### src/rtl/fp_pkg.sv
// Shared IEEE-754 helpers for the sequential FP units: format derivation,
// exception flag indices, FSM/class enums and canonical special encodings.
package fp_pkg;

    localparam int FLAG_NX = 0;
    localparam int FLAG_UF = 1;
    localparam int FLAG_OF = 2;
    localparam int FLAG_DZ = 3;
    localparam int FLAG_NV = 4;
    localparam int NFLAGS  = 5;

    function automatic int exp_w(input int t);
        return (t == 16) ? 5 : 8;
    endfunction

    function automatic int frac_w(input int t);
        return (t == 16) ? 10 : 23;
    endfunction

    function automatic int bias_of(input int t);
        return (t == 16) ? 15 : 127;
    endfunction

    typedef enum logic [2:0] {
        ST_IDLE,
        ST_UNPACK,
        ST_DIVIDE,
        ST_ROUND,
        ST_DONE
    } state_e;

    typedef enum logic [2:0] {
        CLS_ZERO,
        CLS_SUB,
        CLS_NORM,
        CLS_INF,
        CLS_NAN
    } fp_class_e;

    // Encodings are kept in a 32-bit word; the narrow format sits in the low half.
    localparam logic [31:0] QNAN32 = 32'h7FC0_0000;
    localparam logic [31:0] INF32  = 32'h7F80_0000;
    localparam logic [31:0] QNAN16 = 32'h0000_7E00;
    localparam logic [31:0] INF16  = 32'h0000_7C00;

    function automatic logic [31:0] qnan_word(input int t);
        return (t == 16) ? QNAN16 : QNAN32;
    endfunction

    function automatic logic [31:0] inf_word(input int t);
        return (t == 16) ? INF16 : INF32;
    endfunction

endpackage

### src/rtl/fp_unpack.sv
// Combinational operand classifier: splits an IEEE-754 word into sign, class,
// unbiased exponent and a significand with the leading one at bit FRAC.
module fp_unpack
    import fp_pkg::*;
#(
    parameter  int TYPE = 32,
    localparam int EXP  = exp_w(TYPE),
    localparam int FRAC = frac_w(TYPE),
    localparam int EW   = EXP + 3
) (
    input  logic [TYPE-1:0]        bits_i,
    output logic                   sign_o,
    output fp_class_e              cls_o,
    output logic signed [EW-1:0]   exp_o,
    output logic [FRAC:0]          mant_o
);

    localparam int BIAS = bias_of(TYPE);
    localparam int SW   = $clog2(FRAC + 1);

    logic [EXP-1:0]  exp_field;
    logic [FRAC-1:0] frac_field;
    logic [SW-1:0]   lz;

    assign exp_field  = bits_i[TYPE-2 -: EXP];
    assign frac_field = bits_i[FRAC-1:0];

    // Upward scan: the last hit is the highest set bit, i.e. the smallest shift.
    always_comb begin
        // NOTE: every combinational output gets a default first so no path
        // leaves it unassigned and infers a latch.
        lz = '0;
        for (int i = 0; i < FRAC; i++) begin
            if (frac_field[i]) lz = SW'(FRAC - i);
        end
    end

    always_comb begin
        sign_o = bits_i[TYPE-1];
        cls_o  = CLS_NORM;
        exp_o  = EW'(int'(exp_field) - BIAS);
        mant_o = {1'b1, frac_field};
        if (exp_field == '0) begin
            if (frac_field == '0) begin
                cls_o  = CLS_ZERO;
                exp_o  = '0;
                mant_o = '0;
            end else begin
                cls_o  = CLS_SUB;
                exp_o  = EW'(1 - BIAS - int'(lz));
                mant_o = {1'b0, frac_field} << lz;
            end
        end else if (exp_field == '1) begin
            cls_o = (frac_field == '0) ? CLS_INF : CLS_NAN;
        end
    end

endmodule

### src/rtl/div_fp_seq.sv
// Sequential IEEE-754 divider: two-cycle unpack, radix-2 restoring recurrence
// (one quotient bit per cycle), round-to-nearest-even, valid/ready on both sides.
module div_fp_seq
    import fp_pkg::*;
#(
    parameter int TYPE = 32
) (
    input  logic            clk,
    input  logic            rst_n,
    input  logic [TYPE-1:0] a_bits,
    input  logic [TYPE-1:0] b_bits,
    input  logic            in_valid,
    output logic            in_ready,
    output logic [TYPE-1:0] result_bits,
    output logic [4:0]      except_flags,
    output logic            out_valid,
    input  logic            out_ready
);

    localparam int EXP  = exp_w(TYPE);
    localparam int FRAC = frac_w(TYPE);
    localparam int BIAS = bias_of(TYPE);
    localparam int EW   = EXP + 3;
    localparam int RW   = FRAC + 2;
    localparam int QW   = FRAC + 3;
    localparam int CW   = $clog2(FRAC + 3);

    localparam logic [31:0]          QNAN_W = qnan_word(TYPE);
    localparam logic [31:0]          INF_W  = inf_word(TYPE);
    localparam logic [TYPE-1:0]      QNAN   = QNAN_W[TYPE-1:0];
    localparam logic [TYPE-1:0]      INF    = INF_W[TYPE-1:0];
    localparam logic signed [EW-1:0] BIAS_S = EW'(BIAS);
    localparam logic signed [EW-1:0] ONE_S  = EW'(1);
    localparam logic signed [EW-1:0] MAX_S  = EW'((1 << EXP) - 1);
    localparam logic [CW-1:0]        LAST   = CW'(FRAC + 2);

    state_e state_q, state_d;

    logic [TYPE-1:0] a_q, b_q;
    logic            phase_q;
    logic [TYPE-1:0] result_q;
    logic [4:0]      flags_q;

    logic                 sa_q, sb_q, sign_q;
    fp_class_e            ca_q, cb_q;
    logic signed [EW-1:0] ea_q, eb_q, exp_q;
    logic [FRAC:0]        ma_q, mb_q;
    logic [RW-1:0]        rem_q;
    logic [QW-1:0]        quo_q;
    logic [CW-1:0]        cnt_q;

    logic                 ua_sign, ub_sign;
    fp_class_e            ua_cls, ub_cls;
    logic signed [EW-1:0] ua_exp, ub_exp;
    logic [FRAC:0]        ua_mant, ub_mant;

    fp_unpack #(.TYPE(TYPE)) u_unpack_a (
        .bits_i (a_q),
        .sign_o (ua_sign),
        .cls_o  (ua_cls),
        .exp_o  (ua_exp),
        .mant_o (ua_mant)
    );

    fp_unpack #(.TYPE(TYPE)) u_unpack_b (
        .bits_i (b_q),
        .sign_o (ub_sign),
        .cls_o  (ub_cls),
        .exp_o  (ub_exp),
        .mant_o (ub_mant)
    );

    // Special-operand resolution from the registered classes.
    logic            special_d;
    logic [TYPE-1:0] sp_res_d;
    logic [4:0]      sp_flags_d;
    logic            q_sign;
    logic            a_fin_nz;

    assign q_sign   = sa_q ^ sb_q;
    assign a_fin_nz = (ca_q == CLS_SUB) || (ca_q == CLS_NORM);

    always_comb begin
        special_d  = 1'b1;
        sp_res_d   = '0;
        sp_flags_d = '0;
        if (ca_q == CLS_NAN || cb_q == CLS_NAN ||
            (ca_q == CLS_ZERO && cb_q == CLS_ZERO) ||
            (ca_q == CLS_INF && cb_q == CLS_INF)) begin
            sp_res_d           = QNAN;
            sp_flags_d[FLAG_NV] = 1'b1;
        end else if (a_fin_nz && cb_q == CLS_ZERO) begin
            sp_res_d           = {q_sign, INF[TYPE-2:0]};
            sp_flags_d[FLAG_DZ] = 1'b1;
        end else if (ca_q == CLS_INF) begin
            sp_res_d = {q_sign, INF[TYPE-2:0]};
        end else if (ca_q == CLS_ZERO || cb_q == CLS_INF) begin
            sp_res_d = {q_sign, {(TYPE-1){1'b0}}};
        end else begin
            special_d = 1'b0;
        end
    end

    // Pre-align keeps the dividend in [mb, 2mb) so every quotient starts 1.x.
    logic                 pre_lt;
    logic [RW-1:0]        dividend;
    logic signed [EW-1:0] exp_pre_d;
    logic [RW-1:0]        rem_cur, rem_diff, rem_d;
    logic [QW-1:0]        quo_cur, quo_d;
    logic                 q_bit;

    assign pre_lt    = ma_q < mb_q;
    assign dividend  = pre_lt ? {ma_q, 1'b0} : {1'b0, ma_q};
    assign exp_pre_d = ea_q - eb_q + BIAS_S - (pre_lt ? ONE_S : '0);

    always_comb begin
        rem_cur  = (state_q == ST_DIVIDE) ? rem_q : dividend;
        quo_cur  = (state_q == ST_DIVIDE) ? quo_q : '0;
        q_bit    = rem_cur >= {1'b0, mb_q};
        rem_diff = q_bit ? rem_cur - {1'b0, mb_q} : rem_cur;
        rem_d    = rem_diff << 1;
        quo_d    = {quo_cur[QW-2:0], q_bit};
    end

    // Rounding and range checks on the finished quotient.
    logic [FRAC:0]        rd_mant;
    logic                 rd_g, rd_r, rd_s, rd_inc, rd_carry;
    logic [FRAC+1:0]      rd_sum;
    logic [FRAC-1:0]      rd_frac;
    logic signed [EW-1:0] rd_exp;
    logic [TYPE-1:0]      rd_res_d;
    logic [4:0]           rd_flags_d;

    always_comb begin
        rd_mant  = quo_q[QW-1:2];
        rd_g     = quo_q[1];
        rd_r     = quo_q[0];
        rd_s     = |rem_q;
        rd_inc   = rd_g & (rd_r | rd_s | rd_mant[0]);
        rd_sum   = {1'b0, rd_mant} + {{(FRAC+1){1'b0}}, rd_inc};
        rd_carry = rd_sum[FRAC+1];
        rd_frac  = rd_carry ? rd_sum[FRAC:1] : rd_sum[FRAC-1:0];
        rd_exp   = rd_carry ? exp_q + ONE_S : exp_q;
        rd_res_d   = '0;
        rd_flags_d = '0;
        if (rd_exp >= MAX_S) begin
            rd_res_d            = {sign_q, INF[TYPE-2:0]};
            rd_flags_d[FLAG_OF] = 1'b1;
            rd_flags_d[FLAG_NX] = 1'b1;
        end else if (rd_exp < ONE_S) begin
            rd_res_d            = {sign_q, {(TYPE-1){1'b0}}};
            rd_flags_d[FLAG_UF] = 1'b1;
            rd_flags_d[FLAG_NX] = 1'b1;
        end else begin
            rd_res_d            = {sign_q, rd_exp[EXP-1:0], rd_frac};
            rd_flags_d[FLAG_NX] = rd_g | rd_r | rd_s;
        end
    end

    always_ff @(posedge clk) begin
        // NOTE: sequential state is written with non-blocking assignments so
        // every register samples its pre-edge inputs, independent of order.
        if (!rst_n) state_q <= ST_IDLE;
        else        state_q <= state_d;
    end

    always_comb begin
        state_d = state_q;
        case (state_q)
            ST_IDLE:   if (in_valid) state_d = ST_UNPACK;
            ST_UNPACK: if (phase_q)  state_d = special_d ? ST_DONE : ST_DIVIDE;
            ST_DIVIDE: if (cnt_q == LAST) state_d = ST_ROUND;
            ST_ROUND:  state_d = ST_DONE;
            ST_DONE:   if (out_ready) state_d = ST_IDLE;
            default:   state_d = ST_IDLE;
        endcase
    end

    always_comb begin
        in_ready     = (state_q == ST_IDLE);
        out_valid    = (state_q == ST_DONE);
        result_bits  = result_q;
        except_flags = flags_q;
    end

    always_ff @(posedge clk) begin
        if (!rst_n) begin
            phase_q  <= 1'b0;
            result_q <= '0;
            flags_q  <= '0;
        end else begin
            case (state_q)
                ST_IDLE:   phase_q <= 1'b0;
                ST_UNPACK: begin
                    phase_q <= 1'b1;
                    if (phase_q && special_d) begin
                        result_q <= sp_res_d;
                        flags_q  <= sp_flags_d;
                    end
                end
                ST_ROUND: begin
                    result_q <= rd_res_d;
                    flags_q  <= rd_flags_d;
                end
                default: ;
            endcase
        end
    end

    // NOTE: datapath registers carry no reset; the FSM never reads them
    // before loading them, which keeps reset fan-out on the control path only.
    always_ff @(posedge clk) begin
        case (state_q)
            ST_IDLE: begin
                if (in_valid) begin
                    a_q <= a_bits;
                    b_q <= b_bits;
                end
            end
            ST_UNPACK: begin
                if (!phase_q) begin
                    sa_q <= ua_sign;  sb_q <= ub_sign;
                    ca_q <= ua_cls;   cb_q <= ub_cls;
                    ea_q <= ua_exp;   eb_q <= ub_exp;
                    ma_q <= ua_mant;  mb_q <= ub_mant;
                end else begin
                    sign_q <= q_sign;
                    exp_q  <= exp_pre_d;
                    rem_q  <= rem_d;
                    quo_q  <= quo_d;
                    cnt_q  <= CW'(1);
                end
            end
            ST_DIVIDE: begin
                rem_q <= rem_d;
                quo_q <= quo_d;
                cnt_q <= cnt_q + CW'(1);
            end
            default: ;
        endcase
    end

endmodule
### config.mk
export PLATFORM = sky130hd
export DESIGN_NAME = div_fp_seq
export DESIGN_NICKNAME = d
export VERILOG_FILES = /design/src/rtl/fp_pkg.sv /design/src/rtl/fp_unpack.sv /design/src/rtl/div_fp_seq.sv
export SDC_FILE = /design/constraint.sdc
export NUM_CORES = 1
export LEC_CHECK = 0
export CORE_AREA = 8 8 209 211
export CTS_CLUSTER_DIAMETER = 200
export DETAILED_ROUTE_END_ITERATION = 10
export DIE_AREA = 0 0 217 219
export MAX_ROUTING_LAYER = met4
export PLACE_DENSITY = 0.56
export SYNTH_ARGS = -nofsm -noshare
export SYNTH_HDL_FRONTEND = slang
export SYNTH_SLANG_ARGS = --single-unit
### constraint.sdc
create_clock -name clk -period 17.9 [get_ports clk]
set_input_delay 1.79 -clock clk [delete_from_list [all_inputs] [get_ports clk]]
set_output_delay 1.79 -clock clk [all_outputs]
set_load 0.005 [all_outputs]
Yosys cells after proc, flatten, opt, wreduce, memory -nomap -nowiden
Cells that the tools add are included.
{ "totals": {"ff_bits": 251, "memories": 0, "ramBits": 0, "latchBits": 0, "romBits": 0} }
{ "op_classes": {"div": 0, "addsub": 11, "mux": 104, "n_shift": 2, "multipliers": 0, "n_bitwise": 7, "n_eq_ne": 18, "order_cmp": 4, "reduce_logical": 26} }
{ "op_table": {"columns": ["cell", "count"], "rows": [
  ["2-to-1 mux 5 bit", 48],
  ["2-to-1 mux 32 bit", 5],
  ["2-to-1 mux 25 bit", 4],
  ["2-to-1 mux 24 bit", 3],
  ["2-to-1 mux 23 bit", 3],
  ["case mux 32 bit (2 select lines)", 1],
  ["2-to-1 mux 31 bit", 2],
  ["2-to-1 mux 11 bit", 5],
  ["case mux 26 bit (2 select lines)", 1],
  ["case mux 25 bit (2 select lines)", 1],
  ["<< shifter 23 x 5 -> 24 bit", 2],
  ["logical NOT 23 bit", 2],
  ["2-to-1 mux 3 bit", 11],
  ["2-to-1 mux 26 bit", 1],
  ["adder 24 x 1 -> 25 bit", 1],
  ["greater-or-equal comparator 25 x 24 -> 1 bit", 1],
  ["OR reduction 25 bit", 1],
  ["< comparator 24 bit", 1],
  ["subtractor 24 bit", 1],
  ["case mux 5 bit (2 select lines)", 2],
  ["subtractor 8 x 6 -> 9 bit (first input constant)", 2],
  ["subtractor 8 x 7 -> 9 bit (second input constant)", 2],
  ["== test 8 bit (second input constant)", 2],
  ["logical NOT 8 bit", 2],
  ["26 further kinds", 68]
]} }

Longest topological paths before layout
Gate-level depths: netlist (run 1).
{ "logic_depth": {"word_depth": 26, "ltp_mapped": 22} }

Cells and area by module
A second synthesis (run 1) with hierarchy kept.
{ "unflattened": {"cells_unflattened": 1734, "hier_area_um2": 16918.7} }
{ "by_module_without_submodules": {"columns": ["module", "cells_per_inst", "seq_area_each_um2", "n_inst", "area_each_um2"], "rows": [
  ["div_fp_seq", 1013, 7096.8, 1, 12513.3],
  ["fp_unpack at u_unpack_a", 372, 0.0, 1, 2273.4],
  ["fp_unpack at u_unpack_b", 349, 0.0, 1, 2132.0]
]} }

Least setup slack after synthesis (run 1)
Ideal clock, no wire load.
{ "synth_path": {"path_kind": "flip-flop to flip-flop", "startpoint": "register state_q[0]", "endpoint": "register ca_q[0], enable pin", "setup_slack_ps": 9543, "arrival_time_ps": 7668, "t_required_ps": 17211, "stages_incl_launch_ff": 3, "cell_sequence": "dfxtp_1 inv_1 nor4_1"} }
{ "synth_via": {"elab_chain_len": 2} }
{ "synth_rtl": {"columns": ["element", "line", "rtl"], "rows": [
  ["from (decl)", "div_fp_seq.sv:37", "state_e state_q, state_d;"],
  ["from (signal assigned)", "div_fp_seq.sv:164", "else state_q <= state_d;"],
  ["== test 3 x 1 -> 1 bit", "div_fp_seq.sv:213", "case (state_q)"],
  ["AND reduction 2 bit (no line)", null, null],
  ["to (signal assigned)", "div_fp_seq.sv:223", "ca_q <= ua_cls; cb_q <= ub_cls;"],
  ["to (decl)", "div_fp_seq.sv:45", "fp_class_e ca_q, cb_q;"]
]} }
Every way passes these cells.
A chain may end at the register's enable or synchronous reset.

Worst setup path after layout (run 1)
{ "layout_path": {"startpoint": "register ma_q[19]", "endpoint": "register rem_q[20], data pin"} }
{ "layout_via": {"elab_chain_len": 7, "word_cells_on_any_way": 8} }
{ "layout_rtl": {"columns": ["element", "line", "rtl"], "rows": [
  ["from (decl)", "div_fp_seq.sv:47", "logic [FRAC:0] ma_q, mb_q;"],
  ["from (signal assigned)", "div_fp_seq.sv:225", "ma_q <= ua_mant; mb_q <= ub_mant;"],
  ["< comparator 24 bit", "div_fp_seq.sv:112", "assign pre_lt = ma_q < mb_q;"],
  ["2-to-1 mux 25 bit *", "div_fp_seq.sv:113", "assign dividend = pre_lt ? {ma_q, 1'b0} : {1'b0, ma_q};"],
  ["2-to-1 mux 25 bit *", "div_fp_seq.sv:117", "rem_cur = (state_q == ST_DIVIDE) ? rem_q : dividend;"],
  ["subtractor 24 bit / greater-or-equal comparator 25 x 24 -> 1 bit (equally long branches)", "div_fp_seq.sv:120, div_fp_seq.sv:119", null],
  ["2-to-1 mux 24 bit *", "div_fp_seq.sv:120", "rem_diff = q_bit ? rem_cur - {1'b0, mb_q} : rem_cur;"],
  ["via rem_diff[19]", "div_fp_seq.sv:108", "logic [RW-1:0] rem_cur, rem_diff, rem_d;"],
  ["2-to-1 mux 25 bit", "div_fp_seq.sv:221", "if (!phase_q) begin"],
  ["case mux 25 bit (2 select lines) *", "div_fp_seq.sv:213", null],
  ["to (signal assigned)", "div_fp_seq.sv:229", "rem_q <= rem_d;"],
  ["to (signal assigned)", "div_fp_seq.sv:235", "rem_q <= rem_d;"],
  ["to (decl)", "div_fp_seq.sv:48", "logic [RW-1:0] rem_q;"]
]} }
Mark *: on every way through the listed nets, which the timed path passes. The rest lies on a longest branch. The select of a mux whose other input is x is not followed.

==> summary.md, run 1 <==
| Metric | Value |
|---|---|
| Synthesized netlist cell count | 1798 |
| Static Leak | 7.04 nW |
| Global-route usage over all layers | 0.201 |
| Peak VDD IR | 0.0000706 V |
| Synth Area in Simple Gates | 0.190 |
| Worst reg2reg setup slack | 11.04 ns |
| Grt total ovfl | 0 |
| Yosys warning count | 0 |
| Clk buf depth | 3 |
| Die H | 219 um |
| Register bit total from synthesis | 246 |
| Worst-margin pin slew | 1.11 ns |
| Root buf cell | clkbuf_16 |
| Compound-Gate Fraction of Synth Area | 0.196 |
| Reg area | 0.00698 mm2 |
| CTS sink count | 246 |
| Post-synthesis sequential area ratio | 0.419 |
| Critical Path, Cell by Cell | ha_1 -> a2111oi_0 -> o21ai_0 -> a221oi_4 -> buf_4 -> nand2_1 -> o221ai_1 -> o21ai_0 -> ha_1 -> or4_1 -> o21ai_0 -> a31oi_1 -> o21ai_1 -> o31a_1 -> a211oi_1 -> a311oi_4 -> buf_4 -> mux2_2 |
| FP Rows | 74 |
| CTS tree | yes |
| Slowest CP cell | a311oi_4 |
| Max Cap Viol | 0 |
| H-tree Lvls | 1 |
| Main combinational cell family by area after synthesis | compound AO/OA/AOI/OAI gates |
| Arr. time, crit path | 7.16 ns |
| Leading cell type in the layout, fill and taps excluded | edfxtp_1 |
| DRT antenna net count | 0 |
| Final wirelength | 47900 um |
| Status | finished, final reports clean |
| Initial DRC count | 1172 |
| Final core utilization | 0.471 |
| Worst Hold Class | flip-flop to flip-flop |
| Power density over cell area | 90.7 mW/mm2 |
| Pre-CTS WS | 11.20 ns |
| Worst Setup Path Type | flip-flop to flip-flop |
| Vias in the first global route | 13356 |
| Pre-antenna DRT Iters | 5 |
| Crit start category | flip-flop |
| Final Setup Violations | 0 |
| Placed cell area | 0.0181 mm2 |
| Hpwl dp | 36000 um |
| Dominant synthesized flop cell | edfxtp_1 |
| Final worst slack | 11.04 ns |
| Post-Synth XOR/XNOR Area | 0.0379 |
| Core ar. | 0.0404 mm2 |
| Unrepaired setup endpoints after global routing | false |
| Post-Syn Nets | 1948 |
| Delay-heaviest family, CP | compound AO/OA/AOI/OAI gates |
| Port Buffers | 106 |
| Number of flops mapped to enable cells by yosys | 205 |
| Nets | 2006 |
| Chip Width | 217 um |
| Design area | 0.0190 mm2 |
| Non-Filler Instances | 2411 |
| Layout fillers | 3932 |
| Slew headroom | 0.259 |
| Die Area | 0.0475 mm2 |
| Distinct cells, synth | 88 |
| WL/cell | 19.8 um |
| Initial antenna violation count | 0 |
| I/O pin count | 107 |
| Fin crit period | 6.86 ns |
| Synthesized area | 0.0166 mm2 |
| Synth-to-layout area growth | 14.3% |
| Crit path launch | ma_q[19] |
| Area of the multi-input gates | 0.00900 mm2 |
| Post_cts resized | 0 |
| Clk slew on worst S/H paths | 0.06 ns |
| Post-synthesis mux area share | 0.0507 |
| Critical path's largest stage delay | 0.67 ns |
| Hold path startpoint | a_q[31] |
| Hold path cells | 0 |
| Clk_lat worst skew | 0.56 ns |
| Required @ worst endpoint | 18.20 ns |
| Crit path max fanout | 48 |
| Final hold violation count | 0 |
| CTS Hold Bufs | 0 |
| Worst setup EP type | flip-flop |
| WP buf/inv | 2 |
| Post-Synth Adder-Cell Area | 0.0634 |
| Inst Count DP | 2357 |
| Starting density of the core | 0.412 |
| Inserted Diodes | 0 |
| Share of cells above drive strength 1 | 0.0756 |
| Synth async-reset ratio | 0 |
| Max Slew Vio Count | 0 |
| Via density | 5.81 |
| Worst r2r path cells | 18 |
| Fmax | 146 MHz |
| Post-Syn Area per Cell | 9.26 um2 |
| Clock skew | 0.0148 ns |
| First-pass GRT wire length | 75600 um |
| Most frequent cells in the layout | 205 x edfxtp_1, 198 x nand2_1, 170 x nor2_1 |
| Final TNS setup | 0 ns |
| Most used cell, CP | o21ai_0 |
| Period utilisation layout | 0.383 |
| R2R Path End | rem_q[20] |
| Total CTS buffers | 29 |
| R2R Path Start | ma_q[19] |
| Min-Delay Endpoint | sa_q |
| Via count | 13996 |
| RD Place Congestion | 0.928 |
| Largest net degree at the start of global routing | 75 |
| Number of remaining DRC errors | 0 |
| Number of setup buffers added after CTS | 0 |
[cells in the mapped netlist, types with 41 or more instances]
cell type / count / area share
inv_1: 80 / 0.018
clkbuf_1: 75 / 0.017
nand3_1: 61 / 0.018
a21oi_1: 127 / 0.038
and2_1: 41 / 0.015
ha_1: 78 / 0.059
nor2_1: 170 / 0.038
nand2_1: 198 / 0.045
o21ai_0: 102 / 0.031
xnor2_1: 42 / 0.022
edfxtp_1: 205 / 0.37
dfxtp_1: 41 / 0.049
mux2i_1: 46 / 0.028
[metrics by stage]
stage / total power [mW] / hold slack, ns
3_5_place_dp: 1.17 / 0.415
6_report: 1.73 / 0.424
4_1_cts: 1.74 / 0.430
5_1_grt: 1.82 / 0.432
2_1_floorplan: 1.05 / 0.400
3_3_place_gp: 1.17 / 0.401
[power by group]
| group | total [mW] | switching (mW) | internal [mW] |
|---|---|---|---|
| logic | 0.447 | 0.254 | 0.193 |
| registers | 0.717 | 0.0410 | 0.676 |
| clock network | 0.561 | 0.236 | 0.325 |
| total | 1.73 | 0.531 | 1.19 |
[flip-flops by register name (all words and copies together) (netlist names), 3 cells and up]
signal,count
result_bits,32
cb_q,3
a_q,32
state_q,3
eb_q,9
quo_q,26
b_q,32
rem_q,24
ea_q,9
cnt_q,5
ca_q,3
except_flags,5
exp_q,11
ma_q,24
mb_q,24
[kinds of logic (layout without fill, tap and decap cells)]
logic type	Yosys count	count (layout)
XOR/XNOR	72	72
flip-flops	246	246
buffers and inverters	176	257
multiplexers	80	80
AND/OR/NAND/NOR	653	653
AO/OA/AOI/OAI	489	489
adder cells (fa/ha/maj)	82	82
[routing by layer]
metal / vias to the layer above / GRT usage / share of wire
li1: 6816 / - / -
met1: 6692 / 0.276 / 0.47
met2: 420 / 0.317 / 0.46
met3: 68 / 0.0231 / 0.052
met4: 0 / 0.0467 / 0.019
met5: - / - / 0
[worst max path at each step]
stage	to	slack [ns]	cells past startpoint
after floorplan	ca_q[0]	9.54	2
after CTS	rem_q[20]	11.18	18
after global placement	rem_q[23]	11.36	18
final	rem_q[20]	11.04	18
after global routing	rem_q[20]	10.70	18
after detailed placement	rem_q[20]	11.20	18
[final cells by class]
| cell class | count | area share |
|---|---|---|
| well taps | 532 | 0.0350 |
| clock buffers | 42 | 0.0418 |
| flip-flops and latches | 246 | 0.367 |
| clock inverters | 12 | 0.00572 |
| repair buffers | 122 | 0.0621 |
| multi-input cells | 1376 | 0.473 |
| inverters | 81 | 0.0160 |
(Power assumes the default switching activity.)
==> run 2, diff against run 1 <==
clock period = 6.4 ns   (was 17.9 ns; I/O delays follow)
==> summary.md, run 2 (same netlist as run 1, synthesis figures left out) <==
| Metric | Value |
|---|---|
| Status | finished, final reports clean |
| Starting density of the core | 0.412 |
| Vias in the first global route | 13344 |
| Hold path cells | 0 |
| Worst setup EP type | flip-flop |
| Crit path launch | ma_q[19] |
| Final TNS setup | 0 ns |
| Unrepaired setup endpoints after global routing | false |
| Max Cap Viol | 0 |
| Final Setup Violations | 0 |
| Peak VDD IR | 0.000203 V |
| Placed cell area | 0.0182 mm2 |
| Fmax | 169 MHz |
| CTS tree | yes |
| Clk_lat worst skew | 0.58 ns |
| Clock skew | 0.0113 ns |
| Pre-antenna DRT Iters | 6 |
| Static Leak | 7.12 nW |
| First-pass GRT wire length | 76400 um |
| Leading cell type in the layout, fill and taps excluded | edfxtp_1 |
| Core ar. | 0.0404 mm2 |
| Worst Setup Path Type | flip-flop to flip-flop |
| Number of setup buffers added after CTS | 0 |
| R2R Path Start | ma_q[19] |
| Period utilisation layout | 0.922 |
| Hold path startpoint | b_q[31] |
| Post_cts resized | 0 |
| Power Total | 5.02 mW |
| Number of remaining DRC errors | 0 |
| Required @ worst endpoint | 6.72 ns |
| Worst Hold Class | flip-flop to flip-flop |
| CTS Hold Bufs | 0 |
| FP Rows | 74 |
| Design area | 0.0192 mm2 |
| Die Area | 0.0475 mm2 |
| Final core utilization | 0.475 |
| Arr. time, crit path | 6.22 ns |
| Final hold violation count | 0 |
| Total CTS buffers | 29 |
| WL/cell | 20.0 um |
| Root buf cell | clkbuf_16 |
| Via density | 5.79 |
| CTS sink count | 246 |
| Grt total ovfl | 0 |
| Share of cells above drive strength 1 | 0.0802 |
| Fin crit period | 5.90 ns |
| H-tree Lvls | 1 |
| Worst r2r path cells | 18 |
| Power density over cell area | 261 mW/mm2 |
| Port Buffers | 106 |
| Slew headroom | 0.264 |
| Largest net degree at the start of global routing | 75 |
| Via count | 13994 |
| RD Place Congestion | 0.949 |
| Clk slew on worst S/H paths | 0.06 ns |
| Most frequent cells in the layout | 205 x edfxtp_1, 198 x nand2_1, 170 x nor2_1 |
| Max Slew Vio Count | 0 |
| Crit path max fanout | 17 |
| Hpwl dp | 36700 um |
| Initial antenna violation count | 1 |
| I/O pin count | 107 |
| DRT antenna net count | 0 |
| Crit start category | flip-flop |
| Clk buf depth | 3 |
| Final wirelength | 48300 um |
| Synth-to-layout area growth | 15.2% |
| Die H | 219 um |
| Global-route usage over all layers | 0.204 |
| Initial DRC count | 1121 |
| Worst-margin pin slew | 1.10 ns |
| Chip Width | 217 um |
| Nets | 2010 |
==> run 2: cell count changes in the layout (fill, tap and decap cells not counted), sizes merged <==
cell	before	now
clkbuf	42	34
clkinv	6	13
bufinv	1	6
buf	16	20
clkinvlp	3	1
inv	83	81
diode	0	1
==> run 2: metal layers <==
metal	track usage	share of wire	wire, um
met5	-	0	0
met4	0.0665	0.033	1610
met3	0.0251	0.050	2420
met2	0.310	0.44	21400
met1	0.283	0.47	22800
==> run 2: worst paths after layout <==
path               to  slack, ns
min reg2reg      sb_q       0.43
max reg2reg  rem_q[8]       0.50
min              sb_q       0.43
max          rem_q[8]       0.50
==> run 2: layout make-up <==
cell class / count / area, um2
clock buffer: 34 / 744
antenna: 1 / 2.50
tap: 532 / 666
inverter: 81 / 304
timing repair buffer: 126 / 1210
multi-input combinational: 1376 / 9010
fill: 3917 / 21200
clock inverter: 20 / 272
sequential: 246 / 6980
==> run 2: metrics by stage <==
step	worst slack, ns	hold slack (ns)	cells
5_1_grt	0.00897	0.440	2416
4_1_cts	0.478	0.434	2415
6_report	0.499	0.430	2416
3_5_place_dp	0.510	0.417	2361
2_1_floorplan	0.909	0.400	1798
3_3_place_gp	0.668	0.402	2361
==> run 2: report_power, final <==
group	total, mW	switching (mW)	internal, mW
Clock	1.75	0.677	1.08
Sequential	2.01	0.117	1.89
Combinational	1.25	0.708	0.545
Total	5.02	1.50	3.51
==> run 2: worst max-delay path: stages, from the launching register on <==
cell and delay, ns:
edfxtp_1 0.45, ha_1 0.34, a2111oi_0 0.43, o21ai_0 0.23, a221oi_4 0.55, nand2_1 0.31
o22ai_1 0.24, o31a_1 0.21, inv_1 0.06, ha_1 0.29, nor2b_1 0.15, o31ai_1 0.34
a31oi_1 0.22, o21ai_1 0.35, o31a_1 0.32, a211oi_1 0.15, a311oi_4 0.29, buf_4 0.31
mux2_2 0.37
==> run 3, diff against run 2 <==
HOLD_SLACK_MARGIN = 0.02   (was unset)
==> results of run 3 <==
Final layout, timing and power as in run 2 (identical DEF).
